$ cat src/rtl/gray_pkg.sv
// Shared Gray-code helpers and constants for the up/down Gray counter family.
// Functions work on 32-bit containers; callers cast to their own WIDTH.
package gray_pkg;

    localparam logic DIR_UP = 1'b1;
    localparam logic DIR_DN = 1'b0;

    function automatic logic [31:0] bin2gray(input logic [31:0] b);
        return b ^ (b >> 1);
    endfunction

    function automatic logic [31:0] gray2bin(input logic [31:0] g);
        logic [31:0] b;
        b[31] = g[31];
        for (int i = 30; i >= 0; i--) begin
            b[i] = b[i+1] ^ g[i];
        end
        return b;
    endfunction

    // Gray image of the all-ones binary count: MSB set, everything else clear.
    function automatic logic [31:0] GRAY_MAX(input int w);
        return 32'd1 << (w - 1);
    endfunction

endpackage

$ cat src/rtl/gray_ud_next.sv
// Combinational single-step successor of a Gray value in either direction,
// using the binary LSB (parity) instead of a full Gray-to-binary conversion.
module gray_ud_next
    import gray_pkg::*;
#(
    parameter int WIDTH = 16
) (
    input  logic [WIDTH-1:0] i_gray,
    input  logic             i_parity,
    input  logic             i_dir,
    output logic [WIDTH-1:0] o_next,
    output logic             o_at_limit
);

    localparam logic [WIDTH-1:0] MSB_MASK = WIDTH'(GRAY_MAX(WIDTH));
    localparam logic [WIDTH-1:0] ONE      = WIDTH'(1);

    logic [WIDTH-1:0] w_low;
    logic [WIDTH-1:0] w_left;
    logic [WIDTH-1:0] w_flip;

    always_comb begin
        w_low  = i_gray & (~i_gray + ONE);
        w_left = w_low << 1;
        // Lowest set bit at the MSB (or no bit set at all) folds onto the MSB.
        if (w_left == '0) begin
            w_left = MSB_MASK;
        end
        w_flip     = ONE;
        o_at_limit = 1'b0;
        if (i_dir == DIR_UP) begin
            w_flip     = i_parity ? w_left : ONE;
            o_at_limit = i_parity && (i_gray == MSB_MASK);
        end else begin
            w_flip     = i_parity ? ONE : w_left;
            o_at_limit = (i_gray == '0);
        end
        o_next = i_gray ^ w_flip;
    end

endmodule

$ cat src/rtl/gray_updown_counter.sv
// Up/down Gray counter with synchronous load, wrap or saturate mode and
// registered binary view, terminal-count flags and wrap pulse.
module gray_updown_counter
    import gray_pkg::*;
#(
    parameter int          WIDTH       = 16,
    parameter bit          SATURATE    = 1'b0,
    parameter logic [31:0] RESET_VALUE = 32'd0
) (
    input  logic             CLK,
    input  logic             RST,
    input  logic             CE,
    input  logic             UP_N_DN,
    input  logic             LOAD,
    input  logic [WIDTH-1:0] LOAD_VALUE,
    output logic [WIDTH-1:0] Q,
    output logic [WIDTH-1:0] Q_BIN,
    output logic             TC_MAX,
    output logic             TC_ZERO,
    output logic             WRAP
);

    localparam logic [WIDTH-1:0] RST_BIN  = RESET_VALUE[WIDTH-1:0];
    localparam logic [WIDTH-1:0] RST_GRAY = WIDTH'(bin2gray(32'(RST_BIN)));

    logic [WIDTH-1:0] r_gray;
    logic [WIDTH-1:0] r_bin;
    logic             r_par;
    logic             r_tc_max;
    logic             r_tc_zero;
    logic             r_wrap;

    logic [WIDTH-1:0] w_next;
    logic             w_at_limit;
    logic [WIDTH-1:0] w_gray_d;
    logic [WIDTH-1:0] w_bin_d;
    logic             w_par_d;
    logic             w_wrap_d;
    logic             w_step;

    gray_ud_next #(
        .WIDTH(WIDTH)
    ) u_next (
        .i_gray     (r_gray),
        .i_parity   (r_par),
        .i_dir      (UP_N_DN),
        .o_next     (w_next),
        .o_at_limit (w_at_limit)
    );

    always_comb begin
        w_step   = CE && !(SATURATE && w_at_limit);
        w_gray_d = r_gray;
        w_par_d  = r_par;
        w_wrap_d = 1'b0;
        w_bin_d  = r_bin;
        if (LOAD) begin
            w_gray_d = WIDTH'(bin2gray(32'(LOAD_VALUE)));
            w_par_d  = LOAD_VALUE[0];
            w_bin_d  = LOAD_VALUE;
        end else if (w_step) begin
            w_gray_d = w_next;
            w_par_d  = ~r_par;
            w_wrap_d = w_at_limit;
            w_bin_d  = WIDTH'(gray2bin(32'(w_next)));
        end
    end

    // Flags are derived from the next-state binary so they align with Q.
    always_ff @(posedge CLK or posedge RST) begin
        if (RST) begin
            r_gray    <= RST_GRAY;
            r_bin     <= RST_BIN;
            r_par     <= ^RST_GRAY;
            r_tc_max  <= (RST_BIN == '1);
            r_tc_zero <= (RST_BIN == '0);
            r_wrap    <= 1'b0;
        end else begin
            r_gray    <= w_gray_d;
            r_bin     <= w_bin_d;
            r_par     <= w_par_d;
            r_tc_max  <= (w_bin_d == '1);
            r_tc_zero <= (w_bin_d == '0);
            r_wrap    <= w_wrap_d;
        end
    end

    assign Q       = r_gray;
    assign Q_BIN   = r_bin;
    assign TC_MAX  = r_tc_max;
    assign TC_ZERO = r_tc_zero;
    assign WRAP    = r_wrap;

endmodule

$ cat config.mk
export PLATFORM = sky130hd
export DESIGN_NAME = gray_updown_counter
export DESIGN_NICKNAME = d
export VERILOG_FILES = /design/src/rtl/gray_pkg.sv /design/src/rtl/gray_ud_next.sv /design/src/rtl/gray_updown_counter.sv
export SDC_FILE = /design/constraint.sdc
export NUM_CORES = 1
export LEC_CHECK = 0
export ABC_AREA = 1
export CAP_MARGIN = 40
export CORE_AREA = 5 5 102 104
export CTS_CLUSTER_DIAMETER = 50
export DETAILED_ROUTE_END_ITERATION = 7
export DIE_AREA = 0 0 107 109
export PLACE_DENSITY = 0.49
export SETUP_SLACK_MARGIN = 0.5
export SLEW_MARGIN = 5
export SYNTH_ARGS = -nofsm -noshare
export SYNTH_HDL_FRONTEND = slang
export SYNTH_HIERARCHICAL = 1
export SYNTH_SLANG_ARGS = --single-unit
export TNS_END_PERCENT = 50
$ cat constraint.sdc
create_clock -name CLK -period 4.3 [get_ports CLK]
set_clock_uncertainty 0.1 [all_clocks]
set_input_delay 0.86 -clock CLK [delete_from_list [all_inputs] [get_ports CLK]]
set_output_delay 0.86 -clock CLK [all_outputs]
set_load 0.02 [all_outputs]
== Yosys cells after proc, flatten, opt, wreduce, memory -nomap -nowiden ==
Cells that the tools add are included.

* Bitwise operators: 20
* Reductions and logical operators: 5
* Equality and inequality tests: 2
* Multiplexer cells: 13
* Add/subtract/negate cells: 1

{| class="wikitable"
|+ Operator list
! operator !! number
|-
| two-way mux 16 bit || 8
|-
| zero test 16 bit || 3
|-
| equality test 16 bit, second input constant || 2
|-
| bitwise XOR 16 x 15 -> 16 bit || 1
|-
| bitwise XOR 16 bit || 1
|-
| adder 15 x 1 -> 15 bit, second input constant || 1
|-
| AND 15 bit || 1
|-
| NOT 15 bit || 1
|-
| bitwise XOR 1 bit || 15
|-
| two-way mux 1 bit || 5
|-
| nonzero test 2 bit || 1
|-
| logical AND 1 bit || 1
|-
| NOT 1 bit || 1
|}

* Word-level logic and storage cells: 47
* Bits in registers: 36
* Output and inout bits: 35

== Depth between registers and ports, before layout ==
* Depth in word-level cells: 26
* Mapped depth: 31

== Hierarchy ==
The synthesis kept the hierarchy.

{| class="wikitable"
|+ Modules (own cells, without submodules)
! module !! area an instance (sq um) !! instances !! sequential area each (sq um) !! cells each
|-
| gray_updown_counter || 2197.1 || 1 || 902.1 || 270
|-
| gray_ud_next || 521.8 || 1 || 0.0 || 88
|}

== Worst setup path before layout ==
No wires, ideal clock.

* Path kind: input to register
* Start point: input UP_N_DN
* End point: register r_tc_zero (netlist: TC_ZERO)
* Setup time: 0.064 ns
* Arrival time: 3.490 ns
* Setup slack: 0.646 ns
* Path buffers: 1
* Stages on the path: 26
* Path through: xnor2_2 buf_6 nand3_2 xnor2_1 inv_1 nand2_1 nand3_2 nand3_1 nand3_2 nand3_1 nand3_4 nand2_4 nand2_2 nand3_1 nand3_2 nand3_1 nand3_2 nand3_1 nand3_1 nand3_2 nand2_1 nand2_1 nand3_2 nand2_2 nand2_2 nor2_2

* Word-level cells in the longest chain between the ends: 20

{| class="wikitable"
|+ RTL lines
! element !! RTL line !! source
|-
| start: declaration || gray_updown_counter.sv:13 || <nowiki>input logic UP_N_DN,</nowiki>
|-
| two-way mux 16 bit || gray_ud_next.sv:31 || <nowiki>if (i_dir == DIR_UP) begin</nowiki>
|-
| bitwise XOR 16 bit || gray_ud_next.sv:38 || <nowiki>o_next = i_gray ^ w_flip;</nowiki>
|-
| via w_next[15] || gray_updown_counter.sv:33 || <nowiki>logic [WIDTH-1:0] w_next;</nowiki>
|-
| bitwise XOR 1 bit (15 in a row) || gray_pkg.sv:16 || <nowiki>b[i] = b[i+1] ^ g[i];</nowiki>
|-
| two-way mux 16 bit || gray_updown_counter.sv:61 || <nowiki>end else if (w_step) begin</nowiki>
|-
| two-way mux 16 bit || gray_updown_counter.sv:57 || <nowiki>if (LOAD) begin</nowiki>
|-
| via w_bin_d[0] || gray_updown_counter.sv:36 || <nowiki>logic [WIDTH-1:0] w_bin_d;</nowiki>
|-
| zero test 16 bit || gray_updown_counter.sv:83 || <nowiki>r_tc_zero <= (w_bin_d == '0);</nowiki>
|-
| end signal: assignment || gray_updown_counter.sv:76 || <nowiki>r_tc_zero <= (RST_BIN == '0);</nowiki>
|-
| end signal: assignment || gray_updown_counter.sv:83 ||
|-
| end: declaration || gray_updown_counter.sv:30 || <nowiki>logic r_tc_zero;</nowiki>
|}

The timed path passes the listed nets, and every way through them passes these cells.
A chain may end at the register's enable or synchronous reset.

== Worst setup path after layout ==
* Start point: register r_gray[0] (netlist: Q[0])
* End point: register r_tc_zero (netlist: TC_ZERO)

* Word-level cells in the longest chain between the ends: 26

{| class="wikitable"
|+ RTL lines
! element !! RTL line !! source
|-
| start: declaration || gray_updown_counter.sv:26 || <nowiki>logic [WIDTH-1:0] r_gray;</nowiki>
|-
| start signal: assignment || gray_updown_counter.sv:79 || <nowiki>r_gray <= w_gray_d;</nowiki>
|-
| NOT 15 bit || gray_ud_next.sv:23 || <nowiki>w_low = i_gray & (~i_gray + ONE);</nowiki>
|-
| adder 15 x 1 -> 15 bit || gray_ud_next.sv:23 ||
|-
| AND 15 bit (*) || gray_ud_next.sv:23 ||
|-
| zero test 16 bit || gray_ud_next.sv:26 || <nowiki>if (w_left == '0) begin</nowiki>
|-
| two-way mux 16 bit (*) || gray_ud_next.sv:26 ||
|-
| two-way mux 16 bit, on equally long branches || gray_ud_next.sv:35, gray_ud_next.sv:32 ||
|-
| two-way mux 16 bit (*) || gray_ud_next.sv:31 ||
|-
| bitwise XOR 16 bit (*) || gray_ud_next.sv:38 ||
|-
| via w_next[15] || gray_updown_counter.sv:33 ||
|-
| bitwise XOR 1 bit (*) (15 in a row) || gray_pkg.sv:16 ||
|-
| two-way mux 16 bit (*) || gray_updown_counter.sv:61 ||
|-
| two-way mux 16 bit (*) || gray_updown_counter.sv:57 ||
|-
| via w_bin_d[0] || gray_updown_counter.sv:36 ||
|-
| zero test 16 bit (*) || gray_updown_counter.sv:83 ||
|}

Mark *: on every way through the listed nets, which the timed path passes. The rest lies on a longest branch.

==> impl_results.md <==
* DRC viols at 0
* MaxCap Viol Count at 0
* Slew Viols, Final at 0
* CP Max Fanout at 4
* Num CTS Buffers at 5
* Fin. Hold Viols at 0
* Pwr per Cell Area at roughly 370 nW/um^2
* Die width at 107 um
* Cells after Synth at 358
* DRT antenna net count at 0
* Crit path launch type: flop
* Final RePlAce weighted congestion at between 0.8 and 0.9
* Worst-margin pin slew at between 0.6 and 0.7 ns
* Finished Cell Area at roughly 4100 um^2
* WL final at just over 9 mm
* Row count at 36
* Layout cells sized above 1 at between 30% and 40%
* Largest family of logic cells by synthesized area: simple AND/OR/NAND/NOR gates
* CP Class: reg -> reg
* Vias at roughly 2,800
* Crit. End Element: flop
* GRT Total Usage at between 10% and 20%
* RSZ-0062 raised after global routing: true
* Clk slew on worst S/H paths at about 0.08 ns
* Initial DRT Pass Iterations at 4
* Worst-Skew Late Latency at approximately 0.29 ns
* Layout area overhead at 52.0%
* Initial core utilization at ~29%
* Syn Std Cell Area at about 2700 um^2
* Die height at about 110 um
* Initial antenna violation count at 0
* Count of cell types in the netlist at 38
* Ant diodes at 0
* Commonest cells after routing, fill and taps aside: nand2_1 (54), clkdlybuf4s50_1 (54), inv_1 (43), buf_4 (40), nor2_1 (37)
* CTS tree: built
* Number of clock sinks at 36
* Final setup vio count at 0
* Nets@finish at roughly 470
* Largest net degree at the start of global routing at 37
* Synthesis Warnings at 6
* Crit share post-route at roughly nine tenths
* Clk root buf: clkbuf_8
* Synth Area in Compound Gates at between 10% and 20%
* Die Area at around 12,000 um^2
* Synthesized flop and latch total at 36
* Sequential area share after synthesis at between 30% and 40%
* Starting DRT DRC Count at 147
* # IOs at 56
* Min cycle time layout at about 3.8 ns
* Post-synthesis mux area share at 0%
* Detailed placement HPWL at roughly 6.5 mm
* PnR Total Power at approximately 1.5 mW
* Maximum vdd drop at 0.000146 V
* CTS max path bufs at 2
* DR WL/cell at 16.1 um
* Post-Synth Simple-Gate Area at a little over two fifths
* Via/cell ratio at a little under 5
* First-pass GRT wire length at approximately 14 mm
* Syn avg cell area at 7.59 um^2
* Status: completed
* Buffers on Ports at 55
* # H-tree levels at 2
* Fmax at approximately 260 MHz
* Core footprint at about 9500 um^2
* Grt total ovfl at 0
* Placed cell areas at 3460 um^2
* XOR/XNOR share of the synthesized area at between 4 and 5%
* Syn_nets at between 300 and 400
* Adder-cell area share of the yosys netlist at 0%
* Req. time, crit path at 4.43 ns
* Pleak at about 1.8 nW
* Hold crit path type: reg -> reg
* Max-slew headroom at the worst pin at between 50 and 60%
* Vias in the first global route at 2,770
* Data arrival, critical path at just under 4 ns
* Fillers at 970
==> registers in the layout, indices dropped and copies added, names as in the netlist <==
signal   count
Q_BIN       16
TC_MAX       1
TC_ZERO      1
Q           16
r_par        1
WRAP         1
==> worst max-delay path, stage by stage, from the launching register on <==
cell     delay, ns
dfrtp_2       0.45
nor2_4        0.16
nand3_4       0.15
nor3_4        0.26
nand3_2       0.16
xnor2_4       0.21
inv_2         0.09
nand2_4       0.09
nand3_4       0.09
nand2_4       0.11
nand2_4       0.06
nand3_4       0.09
nand3_2       0.12
nand3_4       0.13
nand2_4       0.08
nand2_4       0.09
nand3_4       0.11
nand3_4       0.14
nand3_2       0.12
nand3_2       0.12
nand3_2       0.13
nand3_2       0.12
nand3_2       0.10
nand3_1       0.12
nand3_2       0.08
nand2_2       0.08
nand2_2       0.06
nor2_2        0.10
==> where the power goes <==
group	switching [mW]	leakage [nW]	internal [mW]
Clock	0.126	0.0455	0.131
Sequential	0.0594	0.417	0.386
Combinational	0.486	1.32	0.346
Total	0.671	1.78	0.863
==> timing repair <==
| action | CTS | global route |
|---|---|---|
| pin swaps | 16 | 26 |
| setup buffers | 18 | 11 |
| hold buffers | 0 | 0 |
| setup endpoints to repair | 4 | 6 |
| gates resized for setup | 20 | 58 |
==> layout make-up <==
type                    instances  area, um^2  share of cell area, %
inverters                      49         184                   4.45
well taps                     114         143                   3.45
flip-flops and latches         36         912                   22.1
clock buffers                   8        90.1                   2.18
repair buffers                 96         857                   20.7
multi-input cells             264        1950                   47.1
==> cells by family after synthesis <==
logic type,after synthesis
DFF,36
and+or+nand+nor,208
xor gates and xnor gates,14
buffers and inverters,58
AOI/OAI and AO/OA,42
==> cells in the mapped netlist (all sizes together) <==
cell type / count / area share, %
xnor2: 6 / 2.2
nor2: 44 / 6.7
nor4: 4 / 0.92
dfstp: 1 / 0.97
dfrtp: 35 / 32
a21oi: 6 / 1.1
nand2: 72 / 11
o21ai: 4 / 0.74
nor3: 4 / 1.1
a221o: 1 / 0.41
and3: 1 / 0.23
clkbuf: 6 / 0.83
nand4: 8 / 1.8
xor2: 8 / 2.6
o221ai: 2 / 0.64
o22ai: 10 / 2.3
a311oi: 1 / 0.32
nand3: 73 / 21
o2111ai: 1 / 0.32
buf: 3 / 0.78
o211ai: 15 / 4.1
clkinv: 1 / 0.14
nand3b: 1 / 0.28
a21o: 1 / 0.28
inv: 48 / 6.6
a221oi: 1 / 0.32
or2: 1 / 0.23
==> stage by stage <==
step           setup TNS (ns)  setup WS (ns)  hold slack [ns]  utilization [%]  instances
4_1_cts                     0          0.505            0.450             39.9        556
5_1_grt                     0          0.257            0.496             43.7        567
3_5_place_dp          -0.0486        -0.0484            0.434             36.6        530
2_1_floorplan               0          0.646            0.474                -        358
3_3_place_gp          -0.0533        -0.0533            0.419             36.6        530
6_report                    0          0.505            0.437             43.7        567
==> layer usage <==
layer | up-vias | global-route usage (%) | share of wire, %
met3 | 13 | 2.37 | 3.5
li1 | 1399 | - | -
met5 | - | 0 | 0
met2 | 47 | 25.1 | 47
met4 | 0 | 4.29 | 1.5
met1 | 1312 | 21.2 | 48
==> worst paths after layout <==
| check | start | to | slack (ns) | cells past startpoint |
|---|---|---|---|---|
| max in group asynchronous | RST | Q[10]$_DFFE_PP0P_ | 2.83 | 3 |
| min reg2reg | Q_BIN[15]$_DFF_PP0_ | Q_BIN[15]$_DFF_PP0_ | 0.44 | 2 |
| min | Q_BIN[15]$_DFF_PP0_ | Q_BIN[15]$_DFF_PP0_ | 0.44 | 2 |
| max reg2reg | Q[0]$_DFFE_PP0P_ | TC_ZERO$_DFF_PP1_ | 0.51 | 27 |
| min in group asynchronous | RST | Q_BIN[1]$_DFF_PP0_ | 0.88 | 3 |
| max | Q[0]$_DFFE_PP0P_ | TC_ZERO$_DFF_PP1_ | 0.51 | 27 |
(Power assumes the default switching activity.)
